`src/rtl/uart_tx_scheduler_pkg.sv`:
```
// Shared types and defaults for the UART transmit scheduler: drain FSM states,
// default CPU transmit-register address and default ASCII offset.
package uart_sched_pkg;

  typedef enum logic [1:0] {
    ST_IDLE      = 2'd0,
    ST_START     = 2'd1,
    ST_WAIT_DONE = 2'd2
  } drain_state_e;

  localparam logic [31:0] DEFAULT_MMIO_ADDR    = 32'h0000_2000;
  localparam logic [7:0]  DEFAULT_ASCII_OFFSET = 8'h30;

endpackage

```
`src/rtl/uart_tx_scheduler_if.sv`:
```
// Bundle of CPU write port, debug byte port, uart_tx handshake and FIFO level.
// The slave modport is the scheduler's view; master is the surrounding system.
interface uart_tx_scheduler_if #(
  parameter int FIFO_DEPTH = 4
);
  localparam int LEVEL_W = $clog2(FIFO_DEPTH) + 1;

  logic [31:0]        cpu_addr;
  logic [31:0]        cpu_wrdata;
  logic               cpu_memwrite;
  logic               cpu_stall;
  logic               dbg_valid;
  logic [7:0]         dbg_data;
  logic               dbg_ready;
  logic [7:0]         tx_data;
  logic               tx_start;
  logic               tx_ready;
  logic [LEVEL_W-1:0] fifo_level;

  modport master (
    output cpu_addr, cpu_wrdata, cpu_memwrite, dbg_valid, dbg_data, tx_ready,
    input  cpu_stall, dbg_ready, tx_data, tx_start, fifo_level
  );

  modport slave (
    input  cpu_addr, cpu_wrdata, cpu_memwrite, dbg_valid, dbg_data, tx_ready,
    output cpu_stall, dbg_ready, tx_data, tx_start, fifo_level
  );

endinterface

```
`src/rtl/uart_tx_scheduler_fifo.sv`:
```
// Byte FIFO for the UART scheduler: power-of-two depth, same-cycle push/pop
// allowed (including when full), first-word-fall-through read data.
module sync_fifo #(
  parameter int DEPTH = 4,
  parameter int WIDTH = 8
) (
  input  logic                     clk,
  input  logic                     rst,
  input  logic                     push,
  input  logic [WIDTH-1:0]         push_data,
  input  logic                     pop,
  output logic [WIDTH-1:0]         pop_data,
  output logic                     full,
  output logic                     empty,
  output logic [$clog2(DEPTH):0]   level
);

  localparam int AW = $clog2(DEPTH);
  localparam logic [AW:0] FULL_COUNT = (AW + 1)'(DEPTH);

  if (DEPTH < 2 || (DEPTH & (DEPTH - 1)) != 0) begin : g_depth_check
    $error("sync_fifo DEPTH must be a power of two and at least 2");
  end

  logic [WIDTH-1:0] mem [DEPTH];
  logic [AW-1:0]    wr_ptr;
  logic [AW-1:0]    rd_ptr;
  logic [AW:0]      count;

  // NOTE: the storage array has no reset; only the pointers and count define
  // which entries are valid, so stale data is never visible after a flush.
  always_ff @(posedge clk) begin
    if (push) mem[wr_ptr] <= push_data;
  end

  // NOTE: all sequential state uses non-blocking assignments so every register
  // samples pre-edge values regardless of process ordering.
  always_ff @(posedge clk or posedge rst) begin
    if (rst) begin
      wr_ptr <= '0;
      rd_ptr <= '0;
      count  <= '0;
    end else begin
      if (push) wr_ptr <= wr_ptr + 1'b1;
      if (pop)  rd_ptr <= rd_ptr + 1'b1;
      case ({push, pop})
        2'b10:   count <= count + 1'b1;
        2'b01:   count <= count - 1'b1;
        default: count <= count;
      endcase
    end
  end

  assign pop_data = mem[rd_ptr];
  assign full     = (count == FULL_COUNT);
  assign empty    = (count == '0);
  assign level    = count;

endmodule

```
`src/rtl/uart_tx_scheduler.sv`:
```
// Arbitrates CPU MMIO writes and debug bytes into a byte FIFO and drains it into
// uart_tx. Define UART_TX_SCHED_ASCII_EN to add ASCII_OFFSET to CPU bytes.
module uart_tx_scheduler
  import uart_sched_pkg::*;
#(
  parameter int          FIFO_DEPTH   = 4,
  parameter logic [31:0] MMIO_ADDR    = DEFAULT_MMIO_ADDR,
  parameter logic [7:0]  ASCII_OFFSET = DEFAULT_ASCII_OFFSET
) (
  input logic                clk,
  input logic                rst,
  uart_tx_scheduler_if.slave bus
);

  localparam int LEVEL_W = $clog2(FIFO_DEPTH) + 1;

  logic               cpu_req;
  logic               dbg_req;
  logic               conflict;
  logic               cpu_win;
  logic               dbg_win;
  logic               can_push;
  logic               grant_cpu;
  logic               grant_dbg;
  logic               rr_dbg_turn;
  logic [7:0]         cpu_byte;
  logic               fifo_push;
  logic [7:0]         fifo_din;
  logic               fifo_pop;
  logic [7:0]         fifo_dout;
  logic               fifo_full;
  logic               fifo_empty;
  logic [LEVEL_W-1:0] fifo_level;
  drain_state_e       state;
  drain_state_e       state_n;
  logic [7:0]         tx_data_q;
  logic [7:0]         tx_data_n;
  logic               unused_wrdata_hi;

  assign unused_wrdata_hi = ^bus.cpu_wrdata[31:8];

`ifdef UART_TX_SCHED_ASCII_EN
  assign cpu_byte = bus.cpu_wrdata[7:0] + ASCII_OFFSET;
`else
  logic [7:0] unused_ascii_offset;
  assign unused_ascii_offset = ASCII_OFFSET;
  assign cpu_byte            = bus.cpu_wrdata[7:0];
`endif

  assign cpu_req  = bus.cpu_memwrite && (bus.cpu_addr == MMIO_ADDR);
  assign dbg_req  = bus.dbg_valid;
  assign conflict = cpu_req && dbg_req;

  // A pop in the same cycle frees the slot the push is about to use.
  assign can_push  = !fifo_full || fifo_pop;
  assign cpu_win   = cpu_req && (!dbg_req || !rr_dbg_turn);
  assign dbg_win   = dbg_req && (!cpu_req ||  rr_dbg_turn);
  assign grant_cpu = cpu_win && can_push;
  assign grant_dbg = dbg_win && can_push;

  assign fifo_push = grant_cpu || grant_dbg;
  assign fifo_din  = grant_cpu ? cpu_byte : bus.dbg_data;

  assign bus.cpu_stall = cpu_req && !grant_cpu;
  assign bus.dbg_ready = grant_dbg;

  // Priority flips only when a conflicting pair actually gets a grant.
  always_ff @(posedge clk or posedge rst) begin
    if (rst)                       rr_dbg_turn <= 1'b0;
    else if (conflict && can_push) rr_dbg_turn <= ~rr_dbg_turn;
  end

  sync_fifo #(
    .DEPTH (FIFO_DEPTH),
    .WIDTH (8)
  ) u_fifo (
    .clk       (clk),
    .rst       (rst),
    .push      (fifo_push),
    .push_data (fifo_din),
    .pop       (fifo_pop),
    .pop_data  (fifo_dout),
    .full      (fifo_full),
    .empty     (fifo_empty),
    .level     (fifo_level)
  );

  assign bus.fifo_level = fifo_level;

  always_ff @(posedge clk or posedge rst) begin
    if (rst) begin
      state     <= ST_IDLE;
      tx_data_q <= '0;
    end else begin
      state     <= state_n;
      tx_data_q <= tx_data_n;
    end
  end

  // NOTE: every signal written here gets a default first so no path through
  // the case statement can infer a latch.
  always_comb begin
    state_n   = state;
    tx_data_n = tx_data_q;
    fifo_pop  = 1'b0;
    case (state)
      ST_IDLE: begin
        if (!fifo_empty && bus.tx_ready) begin
          fifo_pop  = 1'b1;
          tx_data_n = fifo_dout;
          state_n   = ST_START;
        end
      end
      ST_START: begin
        if (!bus.tx_ready) state_n = ST_WAIT_DONE;
      end
      ST_WAIT_DONE: begin
        if (bus.tx_ready) state_n = ST_IDLE;
      end
      default: state_n = ST_IDLE;
    endcase
  end

  // tx_start is the START state itself, so an async reset drops it at once.
  assign bus.tx_start = (state == ST_START);
  assign bus.tx_data  = tx_data_q;

endmodule

```
`src/flat_wrapper.sv`:
```
// flat-port wrapper written by rule: the top's interface ports become plain ports
module uart_tx_scheduler_flat import uart_sched_pkg::*;
#(
  parameter int          FIFO_DEPTH   = 4,
  parameter logic [31:0] MMIO_ADDR    = DEFAULT_MMIO_ADDR,
  parameter logic [7:0]  ASCII_OFFSET = DEFAULT_ASCII_OFFSET
)
  (clk, rst, bus_cpu_addr, bus_cpu_wrdata, bus_cpu_memwrite, bus_dbg_valid, bus_dbg_data, bus_tx_ready, bus_cpu_stall, bus_dbg_ready, bus_tx_data, bus_tx_start, bus_fifo_level);
  uart_tx_scheduler_if #(.FIFO_DEPTH(FIFO_DEPTH)) bus_i ();
  input logic clk;
  input logic rst;
  input wire logic [$bits(bus_i.cpu_addr)-1:0] bus_cpu_addr;
  input wire logic [$bits(bus_i.cpu_wrdata)-1:0] bus_cpu_wrdata;
  input wire logic [$bits(bus_i.cpu_memwrite)-1:0] bus_cpu_memwrite;
  input wire logic [$bits(bus_i.dbg_valid)-1:0] bus_dbg_valid;
  input wire logic [$bits(bus_i.dbg_data)-1:0] bus_dbg_data;
  input wire logic [$bits(bus_i.tx_ready)-1:0] bus_tx_ready;
  output wire logic [$bits(bus_i.cpu_stall)-1:0] bus_cpu_stall;
  output wire logic [$bits(bus_i.dbg_ready)-1:0] bus_dbg_ready;
  output wire logic [$bits(bus_i.tx_data)-1:0] bus_tx_data;
  output wire logic [$bits(bus_i.tx_start)-1:0] bus_tx_start;
  output wire logic [$bits(bus_i.fifo_level)-1:0] bus_fifo_level;
  assign bus_i.cpu_addr = bus_cpu_addr;
  assign bus_i.cpu_wrdata = bus_cpu_wrdata;
  assign bus_i.cpu_memwrite = bus_cpu_memwrite;
  assign bus_i.dbg_valid = bus_dbg_valid;
  assign bus_i.dbg_data = bus_dbg_data;
  assign bus_i.tx_ready = bus_tx_ready;
  assign bus_cpu_stall = bus_i.cpu_stall;
  assign bus_dbg_ready = bus_i.dbg_ready;
  assign bus_tx_data = bus_i.tx_data;
  assign bus_tx_start = bus_i.tx_start;
  assign bus_fifo_level = bus_i.fifo_level;
  uart_tx_scheduler #(.FIFO_DEPTH(FIFO_DEPTH), .MMIO_ADDR(MMIO_ADDR), .ASCII_OFFSET(ASCII_OFFSET)) u_core (.clk(clk), .rst(rst), .bus(bus_i));
endmodule
```
`config.mk`:
```
export PLATFORM = sky130hd
export DESIGN_NAME = uart_tx_scheduler_flat
export DESIGN_NICKNAME = d
export VERILOG_FILES = /design/src/rtl/uart_tx_scheduler_pkg.sv /design/src/rtl/uart_tx_scheduler_if.sv /design/src/rtl/uart_tx_scheduler_fifo.sv /design/src/rtl/uart_tx_scheduler.sv /design/src/flat_wrapper.sv
export SDC_FILE = /design/constraint.sdc
export NUM_CORES = 1
export LEC_CHECK = 0
export ABC_CLOCK_PERIOD_IN_PS = 2250
export CAP_MARGIN = 20
export CELL_PAD_IN_SITES_DETAIL_PLACEMENT = 0
export CELL_PAD_IN_SITES_GLOBAL_PLACEMENT = 1
export CORE_ASPECT_RATIO = 0.8
export CORE_UTILIZATION = 45
export CTS_BUF_LIST = sky130_fd_sc_hd__clkbuf_4
export CTS_CLUSTER_DIAMETER = 120
export CTS_CLUSTER_SIZE = 16
export DETAILED_ROUTE_END_ITERATION = 7
export DONT_BUFFER_PORTS = 1
export GPL_ROUTABILITY_DRIVEN = 0
export PLACE_DENSITY_LB_ADDON = 0.1
export SLEW_MARGIN = 20
export SYNTH_ARGS = -nofsm -noshare
export SYNTH_HDL_FRONTEND = slang
export SYNTH_HIERARCHICAL = 1
export SYNTH_SLANG_ARGS = --single-unit
```
`constraint.sdc`:
```
create_clock -name clk -period 2.25 [get_ports clk]
set_input_delay 0.45 -clock clk [delete_from_list [all_inputs] [get_ports clk]]
set_output_delay 0.45 -clock clk [all_outputs]
set_load 0.01 [all_outputs]
```
==> impl_metrics.csv <==
group,metric,value,unit
pwr,leakagePower,0.998,nW
route,drtAntennaViolNets,0,
grt,antenna_found_initial,0,
route,drc_errors,0,
placed_design,place.detailed.hpwl,2940,µm
layout,multiInputGateArea,821,µm²
route,wire_per_inst,17.3,µm
placed_design,place_area,0.00248,mm²
floorplanning,rows,22,
route,initialDrtViolationCount,53,
layout,fin_nets,250,
worst_setup_path,crit_buf_inv,3,
pwr,powerDensity,1140,mW/mm²
job,cap_violations,0,
grt,first_global_vias,1297,
worst_setup_path,worstPathArrival,2.45,ns
clock_tree,cts-buffers-inserted,5,
worst_setup_path,path_cells,"nor3_4, nor4b_4, buf_4, o22a_1, inv_1, ha_2, inv_2, fa_2, xor2_1, nor2_1, xor2_1",
pwr,total_power,3.00,mW
clock_tree,clockRootBuffer,"clkbuf_4",
timing,holdWs,0.151,ns
layout,drive_above_1_share,0.429,
clock_tree,numClockSinks,50,
outcome,status,"finished clean",
timing,setup_ws,0.0792,ns
route,dr.pass1.iters,4,
synthesis,yosysUniqueCellTypes,29,
synthesis,netlist.area_leader.share,0.433,
worst_setup_path,startpoint_type,"flop",
worst_setup_path,crit_family,"adder cells",
layout,fin_area,0.00264,mm²
timing,fmax,461,MHz
clock_tree,cts_tree,"built",
floorplanning,chipWidth,80.5,µm
floorplanning,dieArea,0.00522,mm²
timing,fin_tns_setup,0,ns
timing,finClkSkew,0.0173,ns
timing,maxSlewHeadroom,0.590,
layout,n_antenna_cell,0,
grt,grt_usage,0.168,
floorplanning,initial_core_util,0.477,
placed_design,dp_slack,-0.0112,ns
worst_setup_path,critPathMaxFanout,3,
synthesis,synth.avg_cell_area,16.3,µm²
synthesis,synth_cells,136,
worst_setup_path,worst-setup-path-type,"flop to flop",
synthesis,yosysSeqAreaShare,0.635,
grt,grt_pass1_wl,6400,µm
layout,seq_area,0.00141,mm²
floorplanning,coreArea,0.00465,mm²
timing,slew_viol_final,0,
route,vias,1212,
worst_setup_path,crit_path_end_kind,"flop",
layout,syn2layout_area_growth,18.6,%
synthesis,ys_top_cells_by_area,"edfxtp_1 43%, dfrtp_1 20%, mux2_2 8.1%",
clock_tree,path_clk_slew,0.13,ns
worst_setup_path,slowest_stage,"dfrtp_1",
placed_design,port_buffers,0,
timing,period_share,0.965,
worst_setup_path,crit_required,2.53,ns
timing,rsz0062_at_grt,"yes",
synthesis,synth_fp_nets,219,
timing,worst_pin_slew,0.615,ns
timing,setup_viol,0,
route,totalWireLength,3950,µm
worst_setup_path,crit_top_cell,"xor2_1",
synthesis,synth_area,0.00222,mm²
floorplanning,io_pins,91,
worst_setup_path,cp_slowest_stage_delay,0.43,ns
route,via_per_inst,5.32,
synthesis,synth_seq_cells,50,
timing,fin_crit,2.17,ns
worst_hold_path,worstHoldPathType,"primary input to flop",
clock_tree,cts_buffer_depth,2,
grt,grt_max_degree,16,
layout,nFillCells,371,
clock_tree,h-tree-depth,2,
clock_tree,clk_latency,0.35,ns
grt,grt_overflow,0,
synthesis,yosysTopAreaCell,"edfxtp_1",
floorplanning,die-height,64.8,µm
pwr,ir_drop,0.464,mV
timing,final-hold-violation-count,0,
synthesis,yosysWarnings,6,
-- layer usage --
layer  vias to the layer above  part of all wire  global-route usage
met5                         -                 0                   0
met4                         0            0.0010              0.0335
met3                         2             0.051              0.0465
met2                        34              0.50               0.268
met1                       605              0.45               0.232
li1                        571                 -                   -
-- cell usage in the layout (no fill, tap or decap), types with 2 or more instances in the layout --
master | synthesis | layout
and2_1 | 5 | 5
buf_12 | 0 | 2
buf_4 | 0 | 24
clkbuf_4 | 0 | 6
dfrtp_1 | 18 | 17
edfxtp_1 | 32 | 32
ha_1 | 5 | 4
inv_1 | 10 | 8
inv_2 | 0 | 2
mux2_2 | 16 | 16
mux4_2 | 8 | 8
nand2_1 | 3 | 3
nand4_1 | 2 | 2
nor2_1 | 3 | 3
nor4_1 | 6 | 3
nor4_4 | 1 | 3
nor4b_1 | 2 | 2
o21ai_1 | 1 | 2
xnor2_1 | 4 | 4
xor2_1 | 4 | 4
-- flip-flops by register name, indices dropped and copies added, names as in the netlist --
register / count
u_core/u_fifo/level: 3
u_core/rr_dbg_turn: 1
u_core/u_fifo/rd_ptr: 2
u_core/u_fifo/wr_ptr: 2
u_core/u_fifo/mem: 32
u_core/state: 2
u_core/bus.tx_data: 8
-- area by class of cell --
| type | count | area share |
|---|---|---|
| multi-input combinational | 73 | 0.311 |
| clock inverter | 2 | 0.00522 |
| tap | 60 | 0.0285 |
| timing repair buffer | 27 | 0.0874 |
| sequential | 50 | 0.536 |
| clock buffer | 6 | 0.0171 |
| inverter | 10 | 0.0142 |
-- where the power goes --
group	internal, mW	switching, mW
clock	0.135	0.264
combinational	0.628	0.432
sequential	1.27	0.275
total	2.03	0.971
-- path summary, 6_finish.rpt --
kind | slack [ns] | start | to | cells past startpoint
max in group asynchronous | 1.33 | rst | u_core/rr_dbg_turn$_DFFE_PP0P_ | 2
max reg2reg | 0.08 | u_core/u_fifo/level[2]$_DFFE_PP0P_ | u_core/u_fifo/level[2]$_DFFE_PP0P_ | 11
min reg2reg | 0.55 | u_core/u_fifo/wr_ptr[0]$_DFFE_PP0P_ | u_core/u_fifo/wr_ptr[0]$_DFFE_PP0P_ | 1
max | 0.08 | u_core/u_fifo/level[2]$_DFFE_PP0P_ | u_core/u_fifo/level[2]$_DFFE_PP0P_ | 11
min in group asynchronous | 0.47 | rst | u_core/u_fifo/level[0]$_DFFE_PP0P_ | 2
min | 0.15 | bus_tx_ready | u_core/state[1]$_DFFE_PP0P_ | 1
-- stage by stage --
| step | std cells | util |
|---|---|---|
| 3_5_place_dp | 211 | 0.534 |
| 3_3_place_gp | 211 | 0.534 |
| 6_report | 228 | 0.566 |
| 4_1_cts | 224 | 0.558 |
| 5_1_grt | 228 | 0.566 |
| 2_1_floorplan | 136 | - |
-- cells by family (layout without fill, tap and decap cells) --
kind of cell,after synthesis,count (layout),synth area share
compound gates,6,6,0.0163
xor+xnor,8,8,0.0315
fa+ha+maj,6,6,0.0372
buf+inv,13,45,0.0265
flops,50,50,0.635
mux,25,25,0.167
simple gates,28,28,0.0862
-- synthesized netlist by cell type --
cell      number
o21ai_0        2
ha_1           5
a21o_1         1
xor2_1         4
fa_1           1
and3_1         1
o21ai_1        1
nor3_1         2
o22a_1         1
nor2b_1        1
edfxtp_1      32
nor4_1         6
nor4_4         1
mux2i_1        1
nor4b_2        1
or3_4          1
and2_1         5
mux2_2        16
nand4_1        2
a21oi_1        1
nor2_1         3
inv_1         10
buf_2          2
xnor2_1        4
nand2_1        3
nor4b_1        2
mux4_2         8
dfrtp_1       18
buf_6          1
-- repair_timing --
item | 4_1_cts | 5_1_grt
hold endpoints to repair | 10 | 0
hold buffers | 1 | 0
resized for setup | 2 | 5
pin swaps | 5 | 5
buffers inserted | 4 | 4
endpoints found under the setup margin | 34 | 4
(Power assumes the default switching activity.)
